**config.mk**
```make
export PLATFORM = sky130hd
export DESIGN_NAME = spin_sequencer
export DESIGN_NICKNAME = d
export VERILOG_FILES = /design/src/rtl/spin_sequencer.sv
export SDC_FILE = /design/constraint.sdc
export NUM_CORES = 1
export LEC_CHECK = 0
export BUFFER_PORTS_ARGS = -buffer_cell sky130_fd_sc_hd__buf_2
export CAP_MARGIN = 15
export CORE_ASPECT_RATIO = 1.25
export CORE_MARGIN = 2
export CORE_UTILIZATION = 30
export DETAILED_ROUTE_END_ITERATION = 6
export GPL_ROUTABILITY_DRIVEN = 0
export HOLD_SLACK_MARGIN = 0.06
export PLACE_DENSITY = 0.6
export SYNTH_ARGS = -nofsm -noshare
export SYNTH_HDL_FRONTEND = slang
export SYNTH_SLANG_ARGS = --single-unit
export TNS_END_PERCENT = 100
```
**constraint.sdc**
```tcl
create_clock -name clk -period 5.6 [get_ports clk]
set_input_delay 0.28 -clock clk [delete_from_list [all_inputs] [get_ports clk]]
set_output_delay 0.28 -clock clk [all_outputs]
set_load 0.01 [all_outputs]
```
**src/rtl/spin_sequencer.sv**
```systemverilog
// Slot-machine spin sequencer: bet debit, staggered reel stops, scoring and payout.
// Optional: define SPIN_JACKPOT_EN so that a triple seven pays bet*16.
module spin_sequencer #(
  parameter int SPIN_TICKS = 3,
  parameter int STAGGER    = 1
) (
  input  logic        clk,
  input  logic        rst_n,
  input  logic        tick,
  input  logic        gamble,
  input  logic        cash_out,
  input  logic [10:0] balance,
  input  logic [10:0] bet,
  input  logic [8:0]  rnd,
  output logic        debit,
  output logic        credit,
  output logic [10:0] payout,
  output logic [1:0]  result,
  output logic        busy,
  output logic [2:0]  reel_run,
  output logic [2:0]  digit_1,
  output logic [2:0]  digit_2,
  output logic [2:0]  digit_3
);

  localparam logic [7:0] STOP1 = 8'(SPIN_TICKS);
  localparam logic [7:0] STOP2 = 8'(SPIN_TICKS + STAGGER);
  localparam logic [7:0] STOP3 = 8'(SPIN_TICKS + 2 * STAGGER);

  typedef enum logic [1:0] {
    S_IDLE,
    S_SPIN,
    S_EVAL
  } state_t;

  state_t      r_state;
  state_t      w_state_nxt;
  logic [7:0]  r_cnt;
  logic [2:0]  r_run;
  logic [2:0]  r_d1, r_d2, r_d3;
  logic        r_debit, r_credit, r_busy;
  logic [10:0] r_payout;
  logic [1:0]  r_result;

  logic        w_accept;
  logic [7:0]  w_cnt_inc;
  logic        w_triple, w_pair;
  logic [14:0] w_prod;
  logic [1:0]  w_result;
  logic [10:0] w_payout;

  assign w_cnt_inc = r_cnt + 8'd1;

  // The credit cycle blocks a new spin: balance has not absorbed the payout yet.
  assign w_accept = gamble & ~cash_out & ~r_credit
                  & (bet != 11'd0) & (balance >= bet);

  always_comb begin
    w_state_nxt = r_state;
    unique case (r_state)
      S_IDLE: if (w_accept) w_state_nxt = S_SPIN;
      S_SPIN: begin
        if (cash_out)
          w_state_nxt = S_IDLE;
        else if (tick && w_cnt_inc == STOP3)
          w_state_nxt = S_EVAL;
      end
      S_EVAL: w_state_nxt = S_IDLE;
      default: w_state_nxt = S_IDLE;
    endcase
  end

  assign w_triple = (r_d1 == r_d2) && (r_d2 == r_d3);
  assign w_pair   = !w_triple && ((r_d1 == r_d2) ||
                    (r_d1 == r_d3) || (r_d2 == r_d3));

  always_comb begin
    w_prod   = '0;
    w_result = 2'b00;
    if (w_triple) begin
      w_result = 2'b10;
      w_prod   = {1'b0, bet, 3'b000};
`ifdef SPIN_JACKPOT_EN
      if (r_d1 == 3'd7) w_prod = {bet, 4'b0000};
`endif
    end else if (w_pair) begin
      w_result = 2'b01;
      w_prod   = {3'b000, bet, 1'b0};
    end
    w_payout = (w_prod[14:11] != 4'd0) ? 11'd2047 : w_prod[10:0];
  end

  always_ff @(posedge clk or negedge rst_n) begin
    if (!rst_n) r_state <= S_IDLE;
    else        r_state <= w_state_nxt;
  end

  always_ff @(posedge clk or negedge rst_n) begin
    if (!rst_n) begin
      r_cnt    <= '0;
      r_run    <= '0;
      r_d1     <= '0;
      r_d2     <= '0;
      r_d3     <= '0;
      r_debit  <= 1'b0;
      r_credit <= 1'b0;
      r_busy   <= 1'b0;
      r_payout <= '0;
      r_result <= '0;
    end else begin
      r_debit  <= 1'b0;
      r_credit <= 1'b0;
      unique case (r_state)
        S_IDLE: begin
          if (w_accept) begin
            r_debit <= 1'b1;
            r_busy  <= 1'b1;
            r_run   <= 3'b111;
            r_cnt   <= '0;
          end
        end
        S_SPIN: begin
          if (cash_out) begin
            r_run  <= 3'b000;
            r_busy <= 1'b0;
          end else if (tick) begin
            r_cnt <= w_cnt_inc;
            if (r_run[0]) r_d1 <= rnd[2:0];
            if (r_run[1]) r_d2 <= rnd[5:3];
            if (r_run[2]) r_d3 <= rnd[8:6];
            if (w_cnt_inc == STOP1) r_run[0] <= 1'b0;
            if (w_cnt_inc == STOP2) r_run[1] <= 1'b0;
            if (w_cnt_inc == STOP3) r_run[2] <= 1'b0;
          end
        end
        S_EVAL: begin
          r_result <= w_result;
          r_payout <= w_payout;
          r_credit <= (w_payout != 11'd0);
          r_busy   <= 1'b0;
        end
        default: ;
      endcase
    end
  end

  assign debit    = r_debit;
  assign credit   = r_credit;
  assign payout   = r_payout;
  assign result   = r_result;
  assign busy     = r_busy;
  assign reel_run = r_run;
  assign digit_1  = r_d1;
  assign digit_2  = r_d2;
  assign digit_3  = r_d3;

endmodule

```
# --- Yosys cells after proc, flatten, opt, wreduce, memory -nomap -nowiden ---
# Index checks and enable logic that the tools add are counted.
totals:
  regBits: 38
  latch_bits: 0
  out_inout_bits: 28
  mem_bits_ro: 0
  input_bits: 36
  mem_count: 0
  elab_cells: 85
  ramBits: 0
classes:
  n_shift: 0
  reduce_logical: 21
  n_mul: 0
  div: 0
  n_eq_ne: 17
  n_mux: 26
  n_addsub: 1
  magnitude_cmp: 1
  n_bitwise: 6
op_table:
  columns: ["op", "n"]
  rows:
  - ["$reduce_and A4 Y1", 7]
  - ["$mux W8", 3]
  - ["$reduce_bool A11 Y1", 2]
  - ["$eq A8 B3 Y1 const B", 2]
  - ["$pmux W8 S2", 1]
  - ["$ne A3 B3 Y1 const B", 5]
  - ["$mux W14", 1]
  - ["$mux W12", 1]
  - ["$ge A11 B11 Y1", 1]
  - ["$mux W11", 1]
  - ["$eq A3 B3 Y1", 3]
  - ["$mux W1", 9]
  - ["$mux W3", 3]
  - ["$add A8 B1 Y8 const B", 1]
  - ["$eq A8 B2 Y1 const B", 1]
  - ["$mux W2", 4]
  - ["$ne A2 B2 Y1 const B", 4]
  - ["$pmux W3 S2", 1]
  - ["$and A1 B1 Y1", 4]
  - ["$pmux W2 S2", 1]
  - ["$reduce_bool A4 Y1", 1]
  - ["$logic_and A1 B1 Y1", 3]
  - ["$pmux W1 S3", 1]
  - ["$reduce_and A3 Y1", 1]
  - ["9 further kinds", 11]

# --- Logic depth before layout (Yosys ltp) ---
logic_depth:
  depth_word: 10
  mapped_depth: 10
  ltp_nobuf: 9

# --- Worst setup path after synthesis ---
# Ideal clock, no wire load.
synth_timing:
  path_kind: "flip-flop to flip-flop"
  from: "reg r_d2[1], in the netlist digit_2[1]"
  to: "reg r_credit, in the netlist credit"
  required_ps: 5476
  path_slack_ps: 3504
  path_stages_with_launch: 9
  arrival_ps: 1973
  synth_period_minus_slack_ps: 2096
  n_path_buf: 1
  setup_ps: 124
  cell_sequence: "dfrtp_1 > xor2_1 > nor3_1 > and2_1 > buf_2 > nor2_1 > a21oi_1 > o32ai_1 > o31a_1"
synth_via:
  elab_chain_cells: 10
  elab_cells_between_ends: 13
  classes_between: "2 x eq/ne; 4 x mux; 7 x reduce/logical"
synth_rtl:
  columns: ["element", "line_no", "source"]
  rows:
  - ["from (decl)", "40", "logic [2:0] r_d1, r_d2, r_d3;"]
  - ["from (signal assigned)", "129", "if (r_run[1]) r_d2 <= rnd[5:3];"]
  - ["$eq A3 B3 Y1 (on tied branches)", "73, 74, 75", null]
  - ["$logic_and A1 B1 Y1 or $logic_or A1 B1 Y1 (tied branches)", "73, 74", null]
  - ["$logic_not A1 Y1 or $logic_or A1 B1 Y1 (tied branches)", "74, 75", null]
  - ["$logic_and A1 B1 Y1", "74", "assign w_pair = !w_triple && ((r_d1 == r_d2) ||"]
  - ["$mux W12", "86", "end else if (w_pair) begin"]
  - ["$mux W14 *", "80", "if (w_triple) begin"]
  - ["$reduce_bool A4 Y1", "90", "w_payout = (w_prod[14:11] != 4'd0) ? 11'd2047 : w_prod[10:0];"]
  - ["$mux W11 *", "90", null]
  - ["$reduce_bool A11 Y1 *", "139", "r_credit <= (w_payout != 11'd0);"]
  - ["$mux W1 *", "113", "unique case (r_state)"]
  - ["to (signal assigned)", "139", null]
  - ["to (decl)", "41", "logic r_debit, r_credit, r_busy;"]
# Mark *: on every way between the ends. The rest lies on a longest branch, timed or not.
# A chain may end at the register's enable or synchronous reset.

# --- Worst setup path after layout ---
# Ends and elaborated chain as after synthesis.

==> summary.md <==
| Metric | Value |
|---|---|
| CTS tree | done |
| Post-cts hold buffer count | 0 |
| Flop pwr share | 33.0% |
| Async set-reset flop share out of synthesis | 100.0% |
| PD cells | 428.9 nW/um^2 |
| Hold/Removal Path Class | in2async |
| Pwr Total | 1299 uW |
| CP max FO | 19 |
| CP Launch Type | flip-flop |
| Clk pwr share | 18.1% |
| DR pass1 iterations | 4 |
| Number of nets in the finished design | 381 |
| Top FF cell, synth | dfrtp_1 |
| DR vias/cell | 5.250 |
| CTS Root Buffer Type | clkbuf_8 |
| Remaining DRCs | 0 |
| Core Area | 8240 um^2 |
| Longest Clk Path Bufs | 2 |
| Fin crit period | 2.647 ns |
| Comb pwr share | 48.9% |
| CTS buffer count | 5 |
| Top delay family on crit path | simple AND/OR/NAND/NOR gates |
| Setup Skew | 0.01311 ns |
| # IOs | 64 |
| Cell-by-cell trace of the critical path | xor2_1, nor3_1, and2_1, nor2_1, a21oi_1, o32ai_1, o31a_1 |
| Die area | 9201 um^2 |
| Clock Sinks | 38 |
| Initial antenna violation count | 0 |
| Antenna viol nets, final | 0 |
| CTS H-tree depth | 2 |
| Unrepaired setup endpoints after global routing | false |
| Vias in the first global route | 2,170 |
| Post-CTS setup buffer count | 0 |
| Critical Path Stages | 7 |
| Buf/Inv on CP | 0 |
| Syn avg cell area | 9.489 um^2 |
| Max Cap Viol | 0 |
| Critical path data required time | 5.79 ns |
| First-pass GRT wire length | 10,230 um |
| Setup TNS | 0 ns |
| Pins over their slew limit | 0 |
| Seq/Total Area, Yosys | 37.53% |
| Post-route setup slack | 2.953 ns |
| Sw Ratio | 43.17% |
| Synthesis-to-layout area growth | 19.51% |
| Synth Register Bits | 38 |
| Leak Pwr | 0.001491 uW |
| Clock-pin transition on the worst setup and hold timing paths | 0.09 ns |
| GRT Total Usage | 14.07% |
| Post-DP HPWL | 4949 um |
| WP data arrival | 2.84 ns |
| Synth Instances | 267 |
| Drt wl/cell | 15.18 um |
| Status | completed |
| Hold_ws | 0.1065 ns |
| Die height | 106.7 um |
| Slowest CP cell | and2_1 |
| Worst setup path category | reg2reg |
| Internal Pwr Total | 738.1 uW |
| Post-synth EDFFs | 0 |
| Distinct cell type count after synthesis | 47 |
| Net Count, Synth | 322 |
| Net Sw Power | 560.7 uW |
| Std cell rows | 37 |
| Die X | 86.20 um |
| Fmax | 0.3778 GHz |
| Total grt overflow | 0 |
| Layout cell share with drive strength beyond 1 | 28.75% |
| Via count | 2,226 |
| Synth warnings | 0 |
| Largest net degree at the start of global routing | 39 |
| Fin. Hold Viols | 0 |
| Clk Latency, worst-skew pair | 0.30 ns |
| CP peak stage delay | 0.62 ns |
| Cts repair resizes | 0 |
| Relative slew slack | 40.24% |
| Crit share post-route | 47.27% |
| Setup WS pre-CTS | 2.923 ns |
| Final setup viols | 0 |
| Crit. End Element | flip-flop |
| Initial Utilization | 30.75% |
| Least-Margin Pin Slew | 0.8965 ns |
| Worst reg2reg path depth | 7 |
| Post-synthesis cell area | 2534 um^2 |
| PortBufs | 63 |
| Peak VDD IR | 0.1366 mV |
| # diodes | 0 |
| Final wirelength | 6437 um |
| 1st-iter DRT viols | 94 |
## worst reg2reg max path: stages (launching register included)
cell	delay, ns
dfrtp_1	0.43
xor2_1	0.18
nor3_1	0.57
and2_1	0.62
nor2_1	0.08
a21oi_1	0.20
o32ai_1	0.14
o31a_1	0.34
## cells in the mapped netlist, drive strengths merged (2+ instances only)
library cell / number / area, um^2
a211o: 3 / 26.28
a21o: 8 / 60.06
a21oi: 25 / 125.1
a311oi: 2 / 17.52
a31oi: 3 / 18.77
and2: 4 / 25.02
and3: 3 / 18.77
buf: 3 / 21.27
clkbuf: 8 / 30.03
dfrtp: 38 / 950.9
ha: 19 / 237.7
inv: 20 / 75.07
mux2: 12 / 135.1
mux2i: 2 / 20.02
nand2: 14 / 52.55
nand2b: 2 / 12.51
nand3: 3 / 15.01
nand4: 5 / 31.28
nor2: 20 / 80.07
nor2b: 2 / 12.51
nor3: 4 / 25.02
nor4b: 3 / 26.28
o211ai: 10 / 75.07
o21a: 10 / 75.07
o21ai: 11 / 55.05
o31ai: 3 / 22.52
or4: 3 / 26.27
xnor2: 5 / 43.79
xor2: 8 / 70.07
## power groups by stage
| stage | sequential, uW | clock (uW) | combinational [uW] |
|---|---|---|---|
| CTS | 430 | 241 | 643 |
| finish | 429 | 235 | 635 |
| global placement | 435 | 0 | 635 |
| floorplan | 449 | 0 | 432 |
| global route | 441 | 251 | 710 |
| detailed placement | 435 | 0 | 639 |
## layer usage
metal | global-route usage [%] | part of all wire [%] | vias to the layer above
li1 | - | - | 1087
met1 | 18.05 | 45 | 1074
met2 | 23.37 | 48 | 52
met3 | 2.309 | 4.0 | 13
met4 | 5.804 | 2.4 | 0
met5 | 0 | 0 | -
## state kept, by name, indices dropped and copies added, names as in the netlist
name	cells
debit	1
reel_run	3
r_state	2
credit	1
r_cnt	8
digit_3	3
payout	11
digit_1	3
busy	1
result	2
digit_2	3
## path summary, 6_finish.rpt
path | slack [ns] | from | endpoint
setup / recovery | 2.95 | digit_2[1] | credit
hold / removal | 0.11 | rst_n | r_cnt[7]
setup reg to reg | 2.95 | digit_2[1] | credit
hold reg to reg | 0.48 | payout[6] | payout[6]
max in group asynchronous | 4.92 | rst_n | digit_3[0]
min in group clk | 0.22 | rnd[2] | digit_1[2]
## stage by stage
step	std cells	area, um^2	util (%)
after floorplan	267	2534	-
after global placement	416	2919	35.42
after detailed placement	416	2919	35.42
after CTS	424	3028	36.74
after global routing	424	3028	36.74
final	424	3028	36.74
## kinds of logic after synthesis
group,synth area share (%)
xor+xnor,4.494
mux,6.124
compound gates,23.11
buf+inv,4.988
simple gates,14.37
flops,37.53
fa+ha+maj,9.383
## layout by cell type (no fill, tap or decap), types with 10 or more instances in the layout
master / instances
buf_2: 63
dfrtp_1: 38
a21oi_1: 25
inv_1: 20
ha_1: 19
nor2_1: 18
nand2_1: 14
mux2_2: 12
o21ai_0: 11
o21a_1: 10
o211ai_1: 10
## final cells by class
cell class | instances | area (um^2)
Timing Repair Buffer | 63 | 315.3
Clock buffer | 5 | 68.82
Fill cell | 883 | 5213
Clock inverter | 3 | 40.04
Sequential cell | 38 | 950.9
Tap cell | 97 | 121.4
Inverter | 20 | 75.07
Multi-Input combinational cell | 198 | 1456
Note: power is estimated with default switching activity, not from simulation.
